[config.mk]
export PLATFORM = sky130hd
export DESIGN_NAME = capture_ctrl
export DESIGN_NICKNAME = d
export VERILOG_FILES = /design/src/rtl/capture_ctrl.sv
export SDC_FILE = /design/constraint.sdc
export NUM_CORES = 1
export LEC_CHECK = 0
export CORE_UTILIZATION = 50
export DETAILED_ROUTE_END_ITERATION = 10
export PLACE_DENSITY = 0.79
export SETUP_SLACK_MARGIN = 0.5
export SYNTH_ARGS = -nofsm -noshare
export SYNTH_HDL_FRONTEND = slang
export SYNTH_SLANG_ARGS = --single-unit
export TNS_END_PERCENT = 50
[constraint.sdc]
create_clock -name clk -period 2.4 [get_ports clk]
set_input_delay 0.48 -clock clk [delete_from_list [all_inputs] [get_ports clk]]
set_output_delay 0.48 -clock clk [all_outputs]
set_load 0.05 [all_outputs]
[src/rtl/capture_ctrl.sv]
// capture_ctrl: sequences one capture (pre-trigger fill, armed wait, post-trigger count) into a circular RAM.
// Optional timeout-forced trigger when CAPT_AUTO_TRIG_EN is defined.
module capture_ctrl #(
    parameter int ADDR_W = 9,
    parameter int AUTO_W = 16
) (
    input  logic              clk,
    input  logic              rst,
    input  logic              run,
    input  logic              wrt_smpl,
    input  logic              trigger,
    input  logic [ADDR_W-1:0] trig_pos,
    input  logic              clr_done,
    input  logic [AUTO_W-1:0] auto_to,
    output logic              we,
    output logic [ADDR_W-1:0] waddr,
    output logic              set_armed,
    output logic [ADDR_W-1:0] trig_addr,
    output logic              capture_done,
    output logic              auto_trig
);
    typedef enum logic [2:0] {IDLE, PRE, ARMED, POST, DONE} state_e;
    localparam logic [ADDR_W:0] DEPTH = {1'b1, {ADDR_W{1'b0}}};

    state_e            state_q, state_d;
    logic [ADDR_W-1:0] waddr_q, trig_addr_q, tp_q;
    logic [ADDR_W:0]   smpl_cnt_q, post_cnt_q, pre_len, smpl_nxt, post_nxt;
    logic              start, trig_hit, accept;

    assign start    = (state_q == IDLE) && run;
    assign pre_len  = DEPTH - {1'b0, tp_q};
    assign smpl_nxt = smpl_cnt_q + 1'b1;
    assign post_nxt = post_cnt_q + 1'b1;
    assign accept   = (state_q == ARMED) && run && trig_hit;

`ifdef CAPT_AUTO_TRIG_EN
    logic [AUTO_W-1:0] auto_cnt_q;
    logic              auto_trig_q, force_trig;
    assign force_trig = (state_q == ARMED) && we && (auto_to != '0) && (auto_cnt_q + 1'b1 == auto_to);
    assign trig_hit   = trigger | force_trig;
    assign auto_trig  = auto_trig_q;
    // Count is held at zero outside ARMED, so it restarts on every ARMED entry
    always_ff @(posedge clk) begin
        if (rst) begin
            auto_cnt_q  <= '0;
            auto_trig_q <= 1'b0;
        end else begin
            auto_cnt_q  <= (state_q != ARMED) ? '0 : we ? auto_cnt_q + 1'b1 : auto_cnt_q;
            auto_trig_q <= start ? 1'b0 : (accept && !trigger) ? 1'b1 : auto_trig_q;
        end
    end
`else
    logic unused_auto;
    assign unused_auto = ^auto_to;
    assign trig_hit    = trigger;
    assign auto_trig   = 1'b0;
`endif

    always_ff @(posedge clk) begin
        if (rst) state_q <= IDLE;
        else     state_q <= state_d;
    end

    always_comb begin
        state_d = state_q;
        case (state_q)
            IDLE:    state_d = run ? PRE : IDLE;
            PRE:     state_d = !run ? IDLE : (we && smpl_nxt == pre_len) ? ARMED : PRE;
            ARMED:   state_d = !run ? IDLE : !trig_hit ? ARMED : (we && tp_q == ADDR_W'(1)) ? DONE : POST;
            POST:    state_d = !run ? IDLE : (we && post_nxt == {1'b0, tp_q}) ? DONE : POST;
            DONE:    state_d = clr_done ? IDLE : DONE;
            default: state_d = IDLE;
        endcase
    end

    always_comb begin
        we           = wrt_smpl && (state_q == PRE || state_q == ARMED || state_q == POST);
        set_armed    = (state_q == ARMED) || (state_q == POST);
        capture_done = (state_q == DONE);
    end

    always_ff @(posedge clk) begin
        if (rst) begin
            waddr_q     <= '0;
            trig_addr_q <= '0;
            tp_q        <= '0;
            smpl_cnt_q  <= '0;
            post_cnt_q  <= '0;
        end else begin
            if (start) begin
                waddr_q    <= '0;
                smpl_cnt_q <= '0;
                tp_q       <= (trig_pos == '0) ? ADDR_W'(1) : trig_pos;
            end else if (we) begin
                waddr_q <= waddr_q + 1'b1;
            end
            if (state_q == PRE && we) smpl_cnt_q <= smpl_nxt;
            // The write coinciding with the trigger is post sample 1
            if (accept) begin
                trig_addr_q <= waddr_q;
                post_cnt_q  <= {{ADDR_W{1'b0}}, we};
            end else if (state_q == POST && we) begin
                post_cnt_q <= post_nxt;
            end
        end
    end

    assign waddr     = waddr_q;
    assign trig_addr = trig_addr_q;
endmodule

# ---- Word level (Yosys, flattened, before mapping)
# Index checks and enable logic that the tools add are counted.
dict set report op_classes {
  n_reduce_logical 18
  eq_ne 7
  mux 15
  n_addsub 4
}
# op count
set op_table {}
lappend op_table {{10-bit by 1-bit adder with 10-bit output, second input constant} 2}
lappend op_table {{10-bit two-way mux} 2}
lappend op_table {{3-bit two-way mux} 6}
lappend op_table {{3-bit case mux with 5 select lines} 1}
lappend op_table {{10-bit equality test} 1}
lappend op_table {{10-bit by 9-bit equality test with 1-bit output} 1}
lappend op_table {{10-bit by 9-bit subtractor with 10-bit output, first input constant} 1}
lappend op_table {{9-bit by 1-bit adder with 9-bit output, second input constant} 1}
lappend op_table {{9-bit by 1-bit equality test with 1-bit output, second input constant} 1}
lappend op_table {{1-bit logical AND} 9}
lappend op_table {{9-bit zero test} 1}
lappend op_table {{9-bit two-way mux} 1}
lappend op_table {{3-bit by 2-bit equality test with 1-bit output, second input constant} 2}
lappend op_table {{2-bit two-way mux} 2}
lappend op_table {{2-bit nonzero test} 2}
lappend op_table {{2-bit OR reduction} 2}
lappend op_table {{3-bit by 1-bit equality test with 1-bit output, second input constant} 1}
lappend op_table {{3-bit equality test, second input constant} 1}
lappend op_table {{3-bit zero test} 1}
lappend op_table {{1-bit logical OR} 3}
lappend op_table {{1-bit two-way mux} 3}
dict set report totals {
  out_inout_bits 22
  word_cells 51
  inputBits 31
  ff_bits 50
}

# ---- Depth between registers and ports, before layout
# Gate-level depths: netlist of run 1.
dict set report depth {
  ltp_word 9
  ltp_mapped 9
}

# ---- Worst setup path before layout of run 1
# No wires, ideal clock.
dict set report synth_timing {
  kind {input to register}
  from {in wrt_smpl}
  to {reg state_q[0]}
  t_arrival_ns 2.302
  setup_ns 0.116
  path_slack_ns -0.018
  stages 8
  t_required_ns 2.284
  cell_sequence {nor2b_1 clkbuf_1 and2_1 clkbuf_1 and4_1 o21ai_0 a22o_1 a31o_1}
}
dict set report synth_via {
  elab_chain_cells 6
  word_cells_on_any_way 12
}
# item line_no
set synth_lines {}
lappend synth_lines {{from (decl)} 10} ;# input logic wrt_smpl,
lappend synth_lines {{1-bit logical AND *} 77} ;# we = wrt_smpl && (state_q == PRE || state_q == ARMED || state_q == POST);
lappend synth_lines {{via we} 15} ;# output logic we,
lappend synth_lines {{1-bit logical AND} 69} ;# ARMED: state_d = !run ? IDLE : !trig_hit ? ARMED : (we && tp_q == ADDR_W'(1)) ? DONE : POST;
lappend synth_lines {{3-bit two-way mux (3 in a row)} 69}
lappend synth_lines {{3-bit case mux with 5 select lines *} 66} ;# case (state_q)
lappend synth_lines {{to (signal assigned)} 61} ;# else state_q <= state_d;
lappend synth_lines {{to (decl)} 25} ;# state_e state_q, state_d;
# Mark *: on every way through the listed nets, which the timed path passes. The rest lies on a longest branch.
# A chain may end at the register's enable or synchronous reset.

# ---- Worst setup path after layout of run 1
dict set report layout_timing {
  from {reg tp_q[1]}
  to {reg state_q[0]}
}
dict set report layout_via {
  elab_chain_cells 6
  word_cells_on_any_way 15
}
# item line_no
set layout_lines {}
lappend layout_lines {{from (decl)} 26} ;# logic [ADDR_W-1:0] waddr_q, trig_addr_q, tp_q;
lappend layout_lines {{from (signal assigned)} 93} ;# tp_q <= (trig_pos == '0) ? ADDR_W'(1) : trig_pos;
lappend layout_lines {{10-bit by 9-bit subtractor with 10-bit output / 9-bit by 1-bit equality test with 1-bit output (equally long branches)} {31, 69}}
lappend layout_lines {{10-bit equality test / 1-bit logical AND (equally long branches)} {68, 69}}
lappend layout_lines {{1-bit logical AND / 3-bit two-way mux (equally long branches)} {68, 69}}
lappend layout_lines {{2-bit two-way mux / 3-bit two-way mux (equally long branches) (2 in a row)} {68, 69}}
lappend layout_lines {{3-bit case mux with 5 select lines *} 66}
# Every way passes the cells marked *; elsewhere a longest branch is shown, timed or not.

==> run_results.csv, run 1 <==
group,metric,value,unit
status,status,"complete, no violations",
setup_path,crit_type,"flop to flop",
synth,yosys.area_share.simple,27.6,%
placement,hpwl,5320,µm
timing,min_period_over_period,92.7,%
timing,fmax,450,MHz
setup_path,critPathArrivalTime,2440,ps
synth,synth_compound_area_share,15.4,%
floorplanning,die_h,78.5,µm
placement,place_ws,-50.3,ps
placement,io_buffer_count,35,
routing,ant_nets,0,
grt,grt_start_max_net_pins,17,
grt,grt_overflow,0,
finish,fin_nets,459,
grt,antenna_found_initial,0,
timing,clock_skew,6.02,ps
synth,yosys_warnings,0,
timing,finalSetupViolCount,0,
synth,synth_top_area_share,34.2,%
synth,synth_fa_ha_area_share,2.14,%
routing,wire_per_inst,15.7,µm
timing,min_period,2220,ps
timing,setup_tns,0,ps
floorplanning,rows,27,
floorplanning,dieArea,6170,µm²
power_and_ir_drop,swShare,26.8,%
setup_path,crit_fanout,4,
grt,gr-usage-all-layers,26.2,%
synth,ys_seq_area_share,34.2,%
power_and_ir_drop,finalPower,1790,µW
clocking,clk-insertion-delay-late,310,ps
setup_path,crit_path_end_kind,"flop",
synth,async_flop_share,0,%
routing,drt_iter0_markers,191,
power_and_ir_drop,power_density,467,nW/µm²
synth,synth_nets,399,
worst_hold_path,hold_class,"flop to flop",
synth,synth_xor_area_share,11.8,%
synth,syn_inst,363,
floorplanning,initial_utilization,52.5,%
clocking,cts_hold_buf,0,
finish,n_antenna_cell,0,
synth,synth_area,2930,µm²
grt,grt_pass1_wl,12800,µm
clocking,path_clk_slew,90,ps
synth,synth_top_family_by_area,"simple AND/OR/NAND/NOR gates",
floorplanning,core,5570,µm²
timing,slew_violations,0,
synth,synth_cell_types,56,
power_and_ir_drop,seq_power_share,47.8,%
synth,synth-edff-count,0,
floorplanning,io_pins,53,
setup_path,crit_cells,8,
timing,rsz0062_at_grt,"yes",
clocking,cts.sink_count,50,
setup_path,critPathSlowestCell,"or3b_4",
routing,wirelength,7780,µm
setup_path,startpoint_type,"flop",
placement,gp_congestion,0.835,
routing,drc,0,
floorplanning,die-width,78.5,µm
power_and_ir_drop,p_int,1310,µW
setup_path,worstRegToRegCells,8,
grt,grt_pass1_vias,2799,
power_and_ir_drop,power_frac_clock,34.1,%
finish,drive_above_1_share,22.2,%
clocking,root_buffer,"clkbuf_8",
timing,hold_viol,0,
routing,dr_total_vias,2871,
clocking,cts_max_path_buffers,2,
timing,tightestPinTransition,524,ps
setup_path,cp.required,2610,ps
timing,relSlewSlack,65.0,%
setup_path,cp_top_family,"simple AND/OR/NAND/NOR gates",
clocking,cts_tree,"done",
synth,synth_mux_area_share,3.42,%
synth,synthTopCellsByArea,"dfxtp_1, xnor2_1, nor2_1",
routing,viasPerCell,5.79,
worst_hold_path,hold_depth,2,
power_and_ir_drop,p_comb_share,18.1,%
synth,dominantRegCellSynth,"dfxtp_1",
setup_path,cp_slowest_stage_delay,390,ps
synth,avgSynthCellArea,8.07,µm²
finish,area_growth,30.6,%
clocking,htree_num_levels,2,
synth,ys_ff_latch,50,
synth,yosys.area.top_type,"dfxtp_1",
clocking,numCtsBuffers,5,
power_and_ir_drop,peakVddDrop,287,µV
routing,firstDrtPassIters,4,
timing,setup_slack,176,ps
setup_path,cp_cell_sequence,"inv_2 -> ha_4 -> or3b_4 -> o21a_1 -> or3_1 -> a22oi_2 -> nand4b_1 -> a31o_1",
power_and_ir_drop,leakagePower,0.00155,µW
power_and_ir_drop,p_switching,480,µW
setup_path,crit_buf_inv,1,
job,max_cap_violations,0,
what timing repair did:
| item | CTS | global route |
|---|---|---|
| pin swaps | 10 | 12 |
| gates resized for setup | 37 | 19 |
| buffers inserted | 10 | 2 |
| endpoints found under the setup margin | 28 | 20 |
| endpoints found under the hold margin | 0 | 0 |
final timing paths:
kind | slack [ps] | start | end
worst min-delay path | 490 | tp_q[2] | tp_q[2]
worst max register to register | 180 | tp_q[1] | state_q[0]
worst min register to register | 490 | tp_q[2] | tp_q[2]
worst max-delay path | 180 | tp_q[1] | state_q[0]
final cells by class:
| cell class | count | area [µm²] |
|---|---|---|
| tap | 72 | 90.1 |
| timing repair buffer | 78 | 691 |
| clock buffer | 7 | 76.3 |
| clock inverter | 1 | 30.0 |
| multi-input combinational | 281 | 1880 |
| sequential | 50 | 1030 |
| inverter | 7 | 28.8 |
| fill | 447 | 1750 |
power groups by stage:
stage	sequential [µW]	combinational [µW]	clock, µW
finish	854	324	610
CTS	854	304	612
floorplan	876	189	0
detailed placement	876	280	0
global placement	875	274	0
global route	856	351	642
cells in the final DEF, fill, tap and decap left out, drive strengths merged, types with 5 or more instances in the layout:
| master | synthesis | layout |
|---|---|---|
| dfxtp | 50 | 50 |
| nor4 | 7 | 7 |
| nand3 | 11 | 11 |
| buf | 11 | 45 |
| nor3 | 9 | 9 |
| o21ai | 19 | 19 |
| ha | 5 | 5 |
| nor2 | 43 | 43 |
| dlymetal6s2s | 0 | 5 |
| xnor2 | 21 | 21 |
| clkbuf | 14 | 7 |
| or3 | 11 | 11 |
| xor2 | 16 | 16 |
| clkdlybuf4s50 | 0 | 20 |
| nand4 | 11 | 11 |
| inv | 7 | 7 |
| dlygate4sd2 | 0 | 7 |
| nand2 | 36 | 36 |
| a21oi | 26 | 26 |
| mux2i | 10 | 10 |
Yosys cell counts (all sizes together), types with 4 or more instances:
cell and number:
a21oi 26, a31oi 4, buf 11, clkbuf 14
dfxtp 50, ha 5, inv 7, mux2i 10
nand2 36, nand3 11, nand4 11, nor2 43
nor2b 4, nor3 9, nor3b 4, nor4 7
o21a 4, o21ai 19, or3 11, xnor2 21
xor2 16
metrics by stage:
stage | cells | hold WS (ps) | util [%] | area (µm²)
floorplan | 363 | 466 | - | 2960
global placement | 476 | 475 | 62.8 | 3500
detailed placement | 476 | 487 | 62.8 | 3500
CTS | 494 | 495 | 67.3 | 3750
global route | 496 | 526 | 68.6 | 3830
finish | 496 | 494 | 68.6 | 3830
tightest hold or removal path, delay by kind of cell (launching register included):
| kind | cells | cell delay (ps) |
|---|---|---|
| AOI/OAI and AO/OA | 1 | 50 |
| DFF | 1 | 350 |
| and+or+nand+nor | 1 | 60 |
layer usage:
| metal | vias up | part of all wire, % | global-route usage (%) |
|---|---|---|---|
| met1 | 1385 | 43 | 31.4 |
| met5 | - | 0 | 0 |
| met3 | 9 | 5.1 | 5.35 |
| met4 | 0 | 1.2 | 9.44 |
| li1 | 1398 | - | - |
| met2 | 79 | 50 | 46.0 |
registers in the layout, summed over array words and instances, names as in the netlist:
register	count
post_cnt_q	10
smpl_cnt_q	10
state_q	3
tp_q	9
trig_addr	9
waddr	9
kinds of logic after synthesis:
family	count (synthesis)
compound gates	72
buf+inv	32
fa+ha+maj	5
simple gates	155
other cells	1
flops	50
xor+xnor	38
mux	10
(Power assumes the default switching activity.)
==> run 2, diff against run 1 <==
CORE_UTILIZATION = 53   (was 50)
PLACE_DENSITY = 0.83   (was 0.79)
clock period = 2.1 ns   (was 2.4 ns; I/O delays follow)
==> run 2 against run 1 <==
Compared with the run above:
- the flow now finishes with violations (setup timing)
- combinational power is 34% higher
- sequential cell count unchanged
- design area up 3.1%
- clock-buffer cell count down 2
- clock power grew 1%
- non-clock buffer count rose by 17
- critical path depth stayed put
- critical path type unchanged
- critical endpoint unchanged
- largest cell class unchanged
==> run_results.csv, run 2 (synthesis gave the netlist of run 1 again) <==
group,metric,value,unit
grt,busiest_layer,"met2",
finish,layout_common_cells,"buf_4, nor2_1, dfxtp_1",
finish,fin_nets,476,
timing,hold_viol,0,
grt,grt_pass1_wl,13600,µm
grt,antenna_found_initial,0,
worst_hold_path,hold_class,"flop to flop",
floorplanning,die_h,76.3,µm
timing,rsz0062_at_grt,"yes",
placement,gp_congestion,0.834,
clocking,clk-insertion-delay-late,320,ps
power_and_ir_drop,swShare,29.8,%
power_and_ir_drop,power_frac_clock,30.4,%
setup_path,worstReg2RegEnd,"state_q[0]",
timing,min_period,2210,ps
grt,gr-usage-all-layers,28.9,%
setup_path,worstSetupStartpoint,"tp_q[0]",
timing,tightestPinTransition,626,ps
grt,use_met1,34.3,%
power_and_ir_drop,p_int,1430,µW
setup_path,reg2reg_setup_slack,-110,ps
finish,post-route-util,75.8,%
routing,viasPerCell,5.88,
clocking,htree_num_levels,2,
power_and_ir_drop,power_density,515,nW/µm²
routing,firstDrtPassIters,5,
routing,wire_per_inst,16.7,µm
finish,final_common_cell,"buf_4",
grt,grt_start_max_net_pins,20,
setup_path,cp.required,2320,ps
floorplanning,rows,26,
routing,drc,0,
timing,clock_skew,4.84,ps
finish,n_antenna_cell,0,
timing,relSlewSlack,57.2,%
timing,fmax,452,MHz
power_and_ir_drop,leakagePower,0.00155,µW
floorplanning,die-width,76.3,µm
finish,finalNonFillerCells,511,
grt,grt_overflow,0,
routing,ant_nets,0,
power_and_ir_drop,finalPower,2030,µW
setup_path,endpoint,"state_q[0]",
clocking,numCtsBuffers,5,
job,max_cap_violations,0,
placement,hpwl,5410,µm
clocking,cts.sink_count,50,
placement,placedCellCount,490,
power_and_ir_drop,peakVddDrop,429,µV
timing,slew_violations,0,
clocking,cts_max_path_buffers,2,
power_and_ir_drop,seq_power_share,48.1,%
timing,min_period_over_period,105,%
setup_path,startpoint_type,"flop",
setup_path,rr_startpoint,"tp_q[0]",
floorplanning,core,5200,µm²
finish,drive_above_1_share,31.1,%
setup_path,worstRegToRegCells,8,
grt,met3_usage,4.31,%
routing,wirelength,8550,µm
status,violations,"setup timing",
timing,setup_slack,-114,ps
setup_path,crit_type,"flop to flop",
finish,area_growth,34.7,%
placement,io_buffer_count,35,
floorplanning,io_pins,53,
timing,finalSetupViolCount,2,
setup_path,crit_fanout,4,
floorplanning,dieArea,5830,µm²
finish,top_regs,"post_cnt_q x10, smpl_cnt_q x10",
power_and_ir_drop,p_switching,604,µW
clocking,cts_tree,"done",
clocking,root_buffer,"clkbuf_8",
power_and_ir_drop,p_comb_share,21.4,%
clocking,cts_hold_buf,0,
setup_path,crit_path_end_kind,"flop",
routing,drt_iter0_markers,215,
floorplanning,initial_utilization,56.3,%
clocking,path_clk_slew,110,ps
placement,place_ws,-172,ps
routing,dr_total_vias,3004,
grt,met2_usage,51.1,%
status,status,"finished, violations left",
setup_path,critPathArrivalTime,2430,ps
grt,grt_pass1_vias,2897,
## run 2: cell types whose count changed in the layout (fill, tap and decap cells not counted), sizes merged
cell and delta:
clkinv +1, inv +2, bufinv -1, dlymetal6s2s -4, clkdlybuf4s15 +2, buf +24
dlygate4sd2 -6, clkdlybuf4s50 -8, clkbuf +7
## run 2: critical path, cell delays in order, from the launching register on
cell and delay, ps:
dfxtp_4 360, inv_4 70, ha_4 130, or3b_4 400, o21a_1 190, or3_1 320, a22oi_2 170, nand4b_1 220
a31o_1 270
## run 2: final cells by class
class                   instances  area (µm²)
multi-input cells             281        1930
fillers                       343        1260
flip-flops and latches         50        1020
repair buffers                 95         786
well taps                      70        87.6
clock buffers                   5        68.8
clock inverters                 3        28.8
inverters                       7        28.8
## run 2: what timing repair did
| item | in CTS | in global routing |
|---|---|---|
| cloned | 0 | 0 |
| setup endpoints to repair | 57 | 59 |
| pin swaps | 11 | 11 |
| buffers inserted | 6 | 7 |
| resized for setup | 69 | 44 |
## run 2: worst min-delay path by stage
| stage | endpoint | cells past startpoint | startpoint |
|---|---|---|---|
| 2_1_floorplan | post_cnt_q[1] | 2 | post_cnt_q[1] |
| 3_3_place_gp | trig_addr[2] | 2 | trig_addr[2] |
| 3_5_place_dp | trig_addr[5] | 2 | trig_addr[5] |
| 4_1_cts | tp_q[2] | 2 | tp_q[2] |
| 5_1_grt | post_cnt_q[1] | 2 | post_cnt_q[1] |
| 6_report | trig_addr[7] | 2 | trig_addr[7] |
## run 2: power by group through the flow
stage	logic [µW]	registers [µW]	clock network [µW]
after CTS	379	978	623
after detailed placement	351	998	0
final	435	977	618
after floorplan	221	999	0
after global placement	340	997	0
after global routing	464	979	660
## run 2: stage by stage
stage               hold slack [ps]  area, µm²  TNS (ps)
floorplan                       472       3020         0
global placement                477       3650      -384
detailed placement              485       3650      -493
CTS                             506       3870      -239
global route                    542       3950      -285
finish                          518       3950      -138
## run 2: layer usage
metal  share of wire (%)  wire (µm)  vias up
met2                  51       4350      105
met5                   0          0        -
li1                    -          -     1430
met4                 2.0        175        0
met3                 5.0        427       20
met1                  42       3600     1449
